[src/rtl/uc_pkg.sv]
// Shared encodings for the multicycle instruction control unit: opcodes,
// FSM states, instruction classes and the datapath strobe bundle.
package uc_pkg;

    localparam logic [6:0] OP_R      = 7'b0110011;
    localparam logic [6:0] OP_I      = 7'b0010011;
    localparam logic [6:0] OP_LOAD   = 7'b0000011;
    localparam logic [6:0] OP_STORE  = 7'b0100011;
    localparam logic [6:0] OP_BRANCH = 7'b1100011;

    // Branch-flag mux selects that are not plain funct3 comparisons.
    localparam logic [2:0] SEL_SEQ    = 3'b010;
    localparam logic [2:0] SEL_ALWAYS = 3'b011;

    localparam logic [1:0] WB_ALU = 2'b00;
    localparam logic [1:0] WB_MEM = 2'b01;

    typedef enum logic [2:0] {
        IDLE,
        FETCH,
        DECODE,
        EXEC,
        MEM,
        PC_UPD,
        HALT
    } state_t;

    typedef enum logic [2:0] {
        CLS_NONE,
        CLS_R,
        CLS_I,
        CLS_LOAD,
        CLS_STORE,
        CLS_BRANCH
    } instr_class_t;

    typedef struct packed {
        logic       we_reg;
        logic       we_mem;
        logic [1:0] op_mem_i;
        logic       add_sub;
        logic       pc_load;
        logic [2:0] select_flags;
    } strobes_t;

    localparam strobes_t STROBES_IDLE = '{
        we_reg:       1'b0,
        we_mem:       1'b0,
        op_mem_i:     WB_ALU,
        add_sub:      1'b0,
        pc_load:      1'b0,
        select_flags: SEL_SEQ
    };

    // Strobes the datapath sees while the FSM sits in state s.
    function automatic strobes_t strobes_for(
        input state_t       s,
        input instr_class_t cls,
        input logic [2:0]   funct3,
        input logic         funct7_b5,
        input logic         mem_first,
        input logic         mem_last
    );
        strobes_t st;
        st = STROBES_IDLE;
        case (s)
            EXEC: begin
                st.add_sub = (cls == CLS_R && funct3 == 3'b000 && funct7_b5)
                           || (cls == CLS_BRANCH);
                st.we_reg  = (cls == CLS_R) || (cls == CLS_I);
            end
            MEM: begin
                if (cls == CLS_STORE) begin
                    st.we_mem = mem_first;
                end else if (cls == CLS_LOAD) begin
                    st.op_mem_i = WB_MEM;
                    st.we_reg   = mem_last;
                end
            end
            PC_UPD: begin
                st.pc_load      = 1'b1;
                st.select_flags = (cls == CLS_BRANCH) ? funct3 : SEL_SEQ;
            end
            default: ;
        endcase
        return st;
    endfunction

endpackage

[src/rtl/uc_decoder.sv]
// Combinational opcode classifier: maps opcode/funct3 to an instruction
// class and flags encodings the datapath cannot execute.
module uc_decoder
    import uc_pkg::*;
(
    input  logic [6:0]   opcode,
    input  logic [2:0]   funct3,
    output instr_class_t cls,
    output logic         legal
);

    // NOTE: every output gets a default before the case so no path leaves
    // a signal unassigned, which would otherwise infer a latch.
    always_comb begin
        cls   = CLS_NONE;
        legal = 1'b1;
        case (opcode)
            OP_R:      cls = CLS_R;
            OP_I:      cls = CLS_I;
            OP_LOAD:   cls = CLS_LOAD;
            OP_STORE:  cls = CLS_STORE;
            OP_BRANCH: begin
                cls   = CLS_BRANCH;
                // funct3 010/011 have no branch-flag comparison behind them.
                legal = !(funct3 == 3'b010 || funct3 == 3'b011);
            end
            default:   legal = 1'b0;
        endcase
    end

endmodule

[src/rtl/instruction_uc.sv]
// Multicycle control unit: walks each ROM word through FETCH, DECODE, EXEC,
// optional MEM and PC_UPD, driving registered datapath strobes.
module instruction_uc
    import uc_pkg::*;
#(
    parameter int MEM_LAT = 1,
    parameter int COUNT_W = 16
) (
    input  logic               clk,
    input  logic               reset,
    input  logic               run,
    input  logic [31:0]        instruction,
    output logic               WE_reg,
    output logic               WE_mem,
    output logic [1:0]         OP_MEM_I,
    output logic               ADD_SUB,
    output logic               PC_load,
    output logic [2:0]         select_flags,
    output logic               busy,
    output logic               halted,
    output logic               illegal,
    output logic [COUNT_W-1:0] instr_count
);

    localparam int              CNT_W    = (MEM_LAT > 1) ? $clog2(MEM_LAT) : 1;
    localparam logic [CNT_W-1:0] MEM_LAST = CNT_W'(MEM_LAT - 1);

    state_t             state, state_d;
    instr_class_t       cls_q, cls_d;
    logic [2:0]         funct3_q, funct3_d;
    logic               funct7_b5_q, funct7_b5_d;
    logic [CNT_W-1:0]   mem_cnt, mem_cnt_d;
    logic               illegal_q, illegal_d;
    logic [COUNT_W-1:0] count_q;
    strobes_t           strobes_q, strobes_d;

    instr_class_t       dec_cls;
    logic               dec_legal;
    logic               unused_instr;

    assign unused_instr = ^{instruction[31], instruction[29:15], instruction[11:7]};

    uc_decoder u_decoder (
        .opcode (instruction[6:0]),
        .funct3 (instruction[14:12]),
        .cls    (dec_cls),
        .legal  (dec_legal)
    );

    always_comb begin
        state_d     = state;
        cls_d       = cls_q;
        funct3_d    = funct3_q;
        funct7_b5_d = funct7_b5_q;
        mem_cnt_d   = mem_cnt;
        illegal_d   = illegal_q;
        case (state)
            IDLE:   if (run) state_d = FETCH;
            FETCH:  state_d = DECODE;
            DECODE: begin
                cls_d       = dec_cls;
                funct3_d    = instruction[14:12];
                funct7_b5_d = instruction[30];
                if (!dec_legal) begin
                    state_d   = HALT;
                    illegal_d = 1'b1;
                end else begin
                    state_d = EXEC;
                end
            end
            EXEC: begin
                if (cls_q == CLS_LOAD || cls_q == CLS_STORE) begin
                    state_d   = MEM;
                    mem_cnt_d = '0;
                end else begin
                    state_d = PC_UPD;
                end
            end
            MEM: begin
                mem_cnt_d = mem_cnt + CNT_W'(1);
                if (mem_cnt == MEM_LAST) state_d = PC_UPD;
            end
            PC_UPD: state_d = run ? FETCH : IDLE;
            HALT:   state_d = HALT;
            default: state_d = IDLE;
        endcase

        // NOTE: strobes are computed from the *next* state and fields and then
        // registered, so each output flop changes on the same edge as the state
        // it belongs to and the datapath never sees decode glitches.
        strobes_d = strobes_for(state_d, cls_d, funct3_d, funct7_b5_d,
                                mem_cnt_d == '0, mem_cnt_d == MEM_LAST);
    end

    // NOTE: the asynchronous reset clears every control flop immediately, so
    // an in-flight write strobe drops within the cycle reset is raised.
    always_ff @(posedge clk or posedge reset) begin
        if (reset) begin
            state       <= IDLE;
            cls_q       <= CLS_NONE;
            funct3_q    <= 3'b000;
            funct7_b5_q <= 1'b0;
            mem_cnt     <= '0;
            illegal_q   <= 1'b0;
            count_q     <= '0;
            strobes_q   <= STROBES_IDLE;
        end else begin
            state       <= state_d;
            cls_q       <= cls_d;
            funct3_q    <= funct3_d;
            funct7_b5_q <= funct7_b5_d;
            mem_cnt     <= mem_cnt_d;
            illegal_q   <= illegal_d;
            strobes_q   <= strobes_d;
            if (state == PC_UPD) count_q <= count_q + COUNT_W'(1);
        end
    end

    assign WE_reg       = strobes_q.we_reg;
    assign WE_mem       = strobes_q.we_mem;
    assign OP_MEM_I     = strobes_q.op_mem_i;
    assign ADD_SUB      = strobes_q.add_sub;
    assign PC_load      = strobes_q.pc_load;
    assign select_flags = strobes_q.select_flags;
    assign busy         = (state != IDLE) && (state != HALT);
    assign halted       = (state == HALT);
    assign illegal      = illegal_q;
    assign instr_count  = count_q;

endmodule

[config.mk]
export PLATFORM = sky130hd
export DESIGN_NAME = instruction_uc
export DESIGN_NICKNAME = d
export VERILOG_FILES = /design/src/rtl/uc_pkg.sv /design/src/rtl/uc_decoder.sv /design/src/rtl/instruction_uc.sv
export SDC_FILE = /design/constraint.sdc
export NUM_CORES = 1
export LEC_CHECK = 0
export BUFFER_PORTS_ARGS = -buffer_cell sky130_fd_sc_hd__buf_2
export CORE_MARGIN = 5
export CORE_UTILIZATION = 41
export CTS_CLUSTER_SIZE = 40
export DETAILED_ROUTE_END_ITERATION = 16
export PLACE_DENSITY = 0.69
export SLEW_MARGIN = 5
export SYNTH_ARGS = -nofsm -noshare
export SYNTH_HDL_FRONTEND = slang
export SYNTH_SLANG_ARGS = --single-unit
[constraint.sdc]
create_clock -name clk -period 2.41 [get_ports clk]
set_input_delay 0.3615 -clock clk [delete_from_list [all_inputs] [get_ports clk]]
set_output_delay 0.3615 -clock clk [all_outputs]
set_load 0.02 [all_outputs]
==> impl_metrics.csv <==
group,metric,value,unit
timing,final-hold-violation-count,0,
global_route,groute.usage.overall,13.72,%
synthesis,synth-async-reset-ratio,100.0,%
drt,drt_iter0_drc,40,
job,max_cap_viol_count,0,
timing,fin_skew,0.004091,ns
setup_path,cp.buffers_inverters,0,
timing,rsz0062_at_grt,"no",
die,die-area,5486,sq um
clocking,postCtsResizedCells,0,
pwr,pwr_density_cell,875.2,nW/um^2
timing,timing.final.setup_violations,0,
synthesis,share_of_the_synthesized_area_in_compound_gates_ao_oa_aoi_oai,6.320,%
drt,post_drt_via_cell_ratio,5.023,
die,die_x,74.07,microns
synthesis,synthesis.area_per_instance,10.26,sq um
setup_path,worst_path_max_fanout,11,
timing,max_clock_freq,464.6,MHz
synthesis,synth_xor_area_share,8.848,%
synthesis,synth_edf_count,0,
timing,slew_headroom,63.93,%
setup_path,path_class,"reg -> reg",
drt,dr.pass1.iters,4,
setup_path,worst_ep_required_time,2.60,ns
synthesis,netlist-cell-type-count,44,
global_route,pin_count_of_the_biggest_net_entering_global_routing,36,
setup_path,critPathSlowestCell,"sky130_fd_sc_hd__or4_1",
cells_and_area,final_area,2019,sq um
synthesis,synthesis.nets,200,
setup_path,cp_data_arrival_time,2.35,ns
placement,routability_driven_placement_congestion_ratio,0.7785,
global_route,first_global_vias,1314,
clocking,htree_num_levels,2,
clocking,worst_skew_pair_latency,0.28,ns
clocking,clk_root_buffer_cell,"sky130_fd_sc_hd__clkbuf_8",
cells_and_area,final_layout_size_suffix_gt1_share,28.23,%
clocking,cts_tree,"done",
cells_and_area,num-nets-final,244,
hold_path,classification_of_the_worst_slack_hold_path,"in -> async",
synthesis,post_synthesis_sequential_element_count,35,
synthesis,synthesis.area,1683,sq um
timing,final_worst_path_period_share,89.32,%
drt,detail_route.drc_violations,0,
placement,dp_hpwl,2477,microns
synthesis,yosys-mux-area-fraction,1.338,%
die,placementRows,23,
pwr,total_leakage_power,1.032,nW
synthesis,post_synth_and_or_nand_nor_area_fraction,26.39,%
global_route,number_of_antenna_violations_at_the_first_check_in_global_routing,0,
synthesis,synth_sequential_area_ratio,52.12,%
setup_path,worst_path_largest_cell_delay,0.49,ns
placement,io_buffer_count,40,
placement,postPlaceCellArea,1938,sq um
die,die_height,74.07,microns
timing,worst-slew-pin-transition,0.5337,ns
synthesis,synth_flop_cell,"sky130_fd_sc_hd__dfrtp_1",
setup_path,cpLargestDelayFamily,"simple AND/OR/NAND/NOR gates",
global_route,grt_first_pass_wirelength,5844,microns
die,num_io_pins,63,
synthesis,synth_cells,164,
die,floorplan.core_area,4000,sq um
global_route,global_route.overflow_total,0,
cells_and_area,antennaDiodeCount,0,
clocking,cts.hold.buffers_added,0,
synthesis,synth_top_family_by_area,"simple AND/OR/NAND/NOR gates",
clocking,clkSinkCount,35,
timing,finalWorstPathRequiredPeriod,2.153,ns
clocking,numCtsBuffers,5,
setup_path,cp-start-kind,"register",
drt,finalWirelength,3371,microns
setup_path,timing.critical_path.to_type,"register",
status,outcome,"complete, no violations",
drt,wl_per_cell,13.02,microns
setup_path,crit_chain,"or3b_4 -> or3_1 -> a221o_1 -> or4_1",
cells_and_area,layout_common_cells,"40 x sky130_fd_sc_hd__buf_2, 34 x sky130_fd_sc_hd__dfrtp_1, 17 x sky130_fd_sc_hd__nand2_1",
timing,drv_slew,0,
drt,dr_total_vias,1301,
die,initial_standard_cell_utilization_of_the_core,42.07,%
clocking,clk_transition_reported_paths,0.07,ns
cells_and_area,max_reg_flops,16,
cells_and_area,layout.cells.most_common,"sky130_fd_sc_hd__buf_2",
synthesis,synth-adder-area-share,0.7435,%
drt,detail-route-antenna-nets,0,
timing,tns,0,ns
clocking,cts-root-to-sink-buffers,2,
cells_and_area,layout_overhead_on_the_synthesized_area,20.00,%
synthesis,yosys_warnings,0,
clocking,cts_setup_buffers,0,
pwr,vdd_drop_max,400.4,uV
-- synth_stat cells, drive strengths merged, types with 2 or more instances --
library cell / number / area (sq um)
dfrtp: 34 / 850.8
nand2: 17 / 63.81
nor2: 13 / 48.80
xor2: 11 / 96.34
nor3: 9 / 45.04
inv: 8 / 30.03
nand3: 6 / 30.03
xnor2: 6 / 52.55
clkbuf: 5 / 18.77
nand3b: 4 / 30.03
nor3b: 4 / 30.03
and3b: 3 / 26.28
nand4: 3 / 18.77
nor2b: 3 / 18.77
a21oi: 2 / 10.01
and2: 2 / 12.51
buf: 2 / 18.77
mux2: 2 / 22.52
nor4b: 2 / 17.52
o211ai: 2 / 15.01
o21ai: 2 / 10.01
or2: 2 / 12.51
or3: 2 / 12.51
-- metrics by stage --
step	worst slack, ns	hold WS [ns]	util [%]	power, mW	std cells
after floorplan	0.3165	0.4331	-	1.217	164
after global placement	0.2892	0.4517	48.45	1.367	251
after detailed placement	0.2786	0.4549	48.45	1.382	251
after CTS	0.2660	0.1837	50.48	1.792	259
after global routing	0.2115	0.2074	50.48	1.881	259
final	0.2575	0.1631	50.48	1.767	259
-- power breakdown --
| part | internal [mW] | total, mW | leakage [nW] | switching (mW) |
|---|---|---|---|---|
| sequential | 0.690 | 0.760 | 0.461 | 0.0700 |
| combinational | 0.255 | 0.604 | 0.528 | 0.350 |
| clock | 0.203 | 0.403 | 0.0422 | 0.200 |
| total | 1.15 | 1.77 | 1.03 | 0.620 |
-- path summary, 6_finish.rpt --
| kind | start | end | slack, ns | cells after the start |
|---|---|---|---|---|
| max | state[2] | select_flags[1] | 0.26 | 4 |
| min | reset | instr_count[12] | 0.16 | 3 |
| max reg2reg | state[2] | select_flags[1] | 0.26 | 4 |
| min reg2reg | illegal | illegal | 0.47 | 1 |
| max in group asynchronous | reset | select_flags[1] | 1.90 | 3 |
| min in group clk | instruction[12] | funct3_q[0] | 0.32 | 3 |
-- worst reg2reg max path, stage by stage, from the launching register on --
cell,delay (ns)
sky130_fd_sc_hd__dfrtp_1,0.38
sky130_fd_sc_hd__or3b_4,0.46
sky130_fd_sc_hd__or3_1,0.34
sky130_fd_sc_hd__a221o_1,0.39
sky130_fd_sc_hd__or4_1,0.49
-- routing by layer --
metal | vias up | GRT usage [%] | share of wire [%]
li1 | 651 | - | -
met1 | 605 | 16.45 | 44
met2 | 41 | 22.74 | 47
met3 | 4 | 4.730 | 8.3
met4 | 0 | 5.231 | 1.2
met5 | - | 0 | 0
-- area by class of cell --
type | count | area [sq um]
Timing Repair Buffer | 44 | 230.2
Fill cell | 392 | 1981
Tap cell | 50 | 62.56
Multi-Input combinational cell | 114 | 738.2
Inverter | 8 | 30.03
Clock inverter | 1 | 5.005
Sequential cell | 35 | 877.1
Clock buffer | 7 | 76.32
-- cells by family after synthesis --
kind of cell | count (synthesis)
compound gates | 14
other cells | 1
simple gates | 79
xor+xnor | 17
mux | 2
flops | 35
buf+inv | 15
fa+ha+maj | 1
Power figures use the tool's default switching activity.
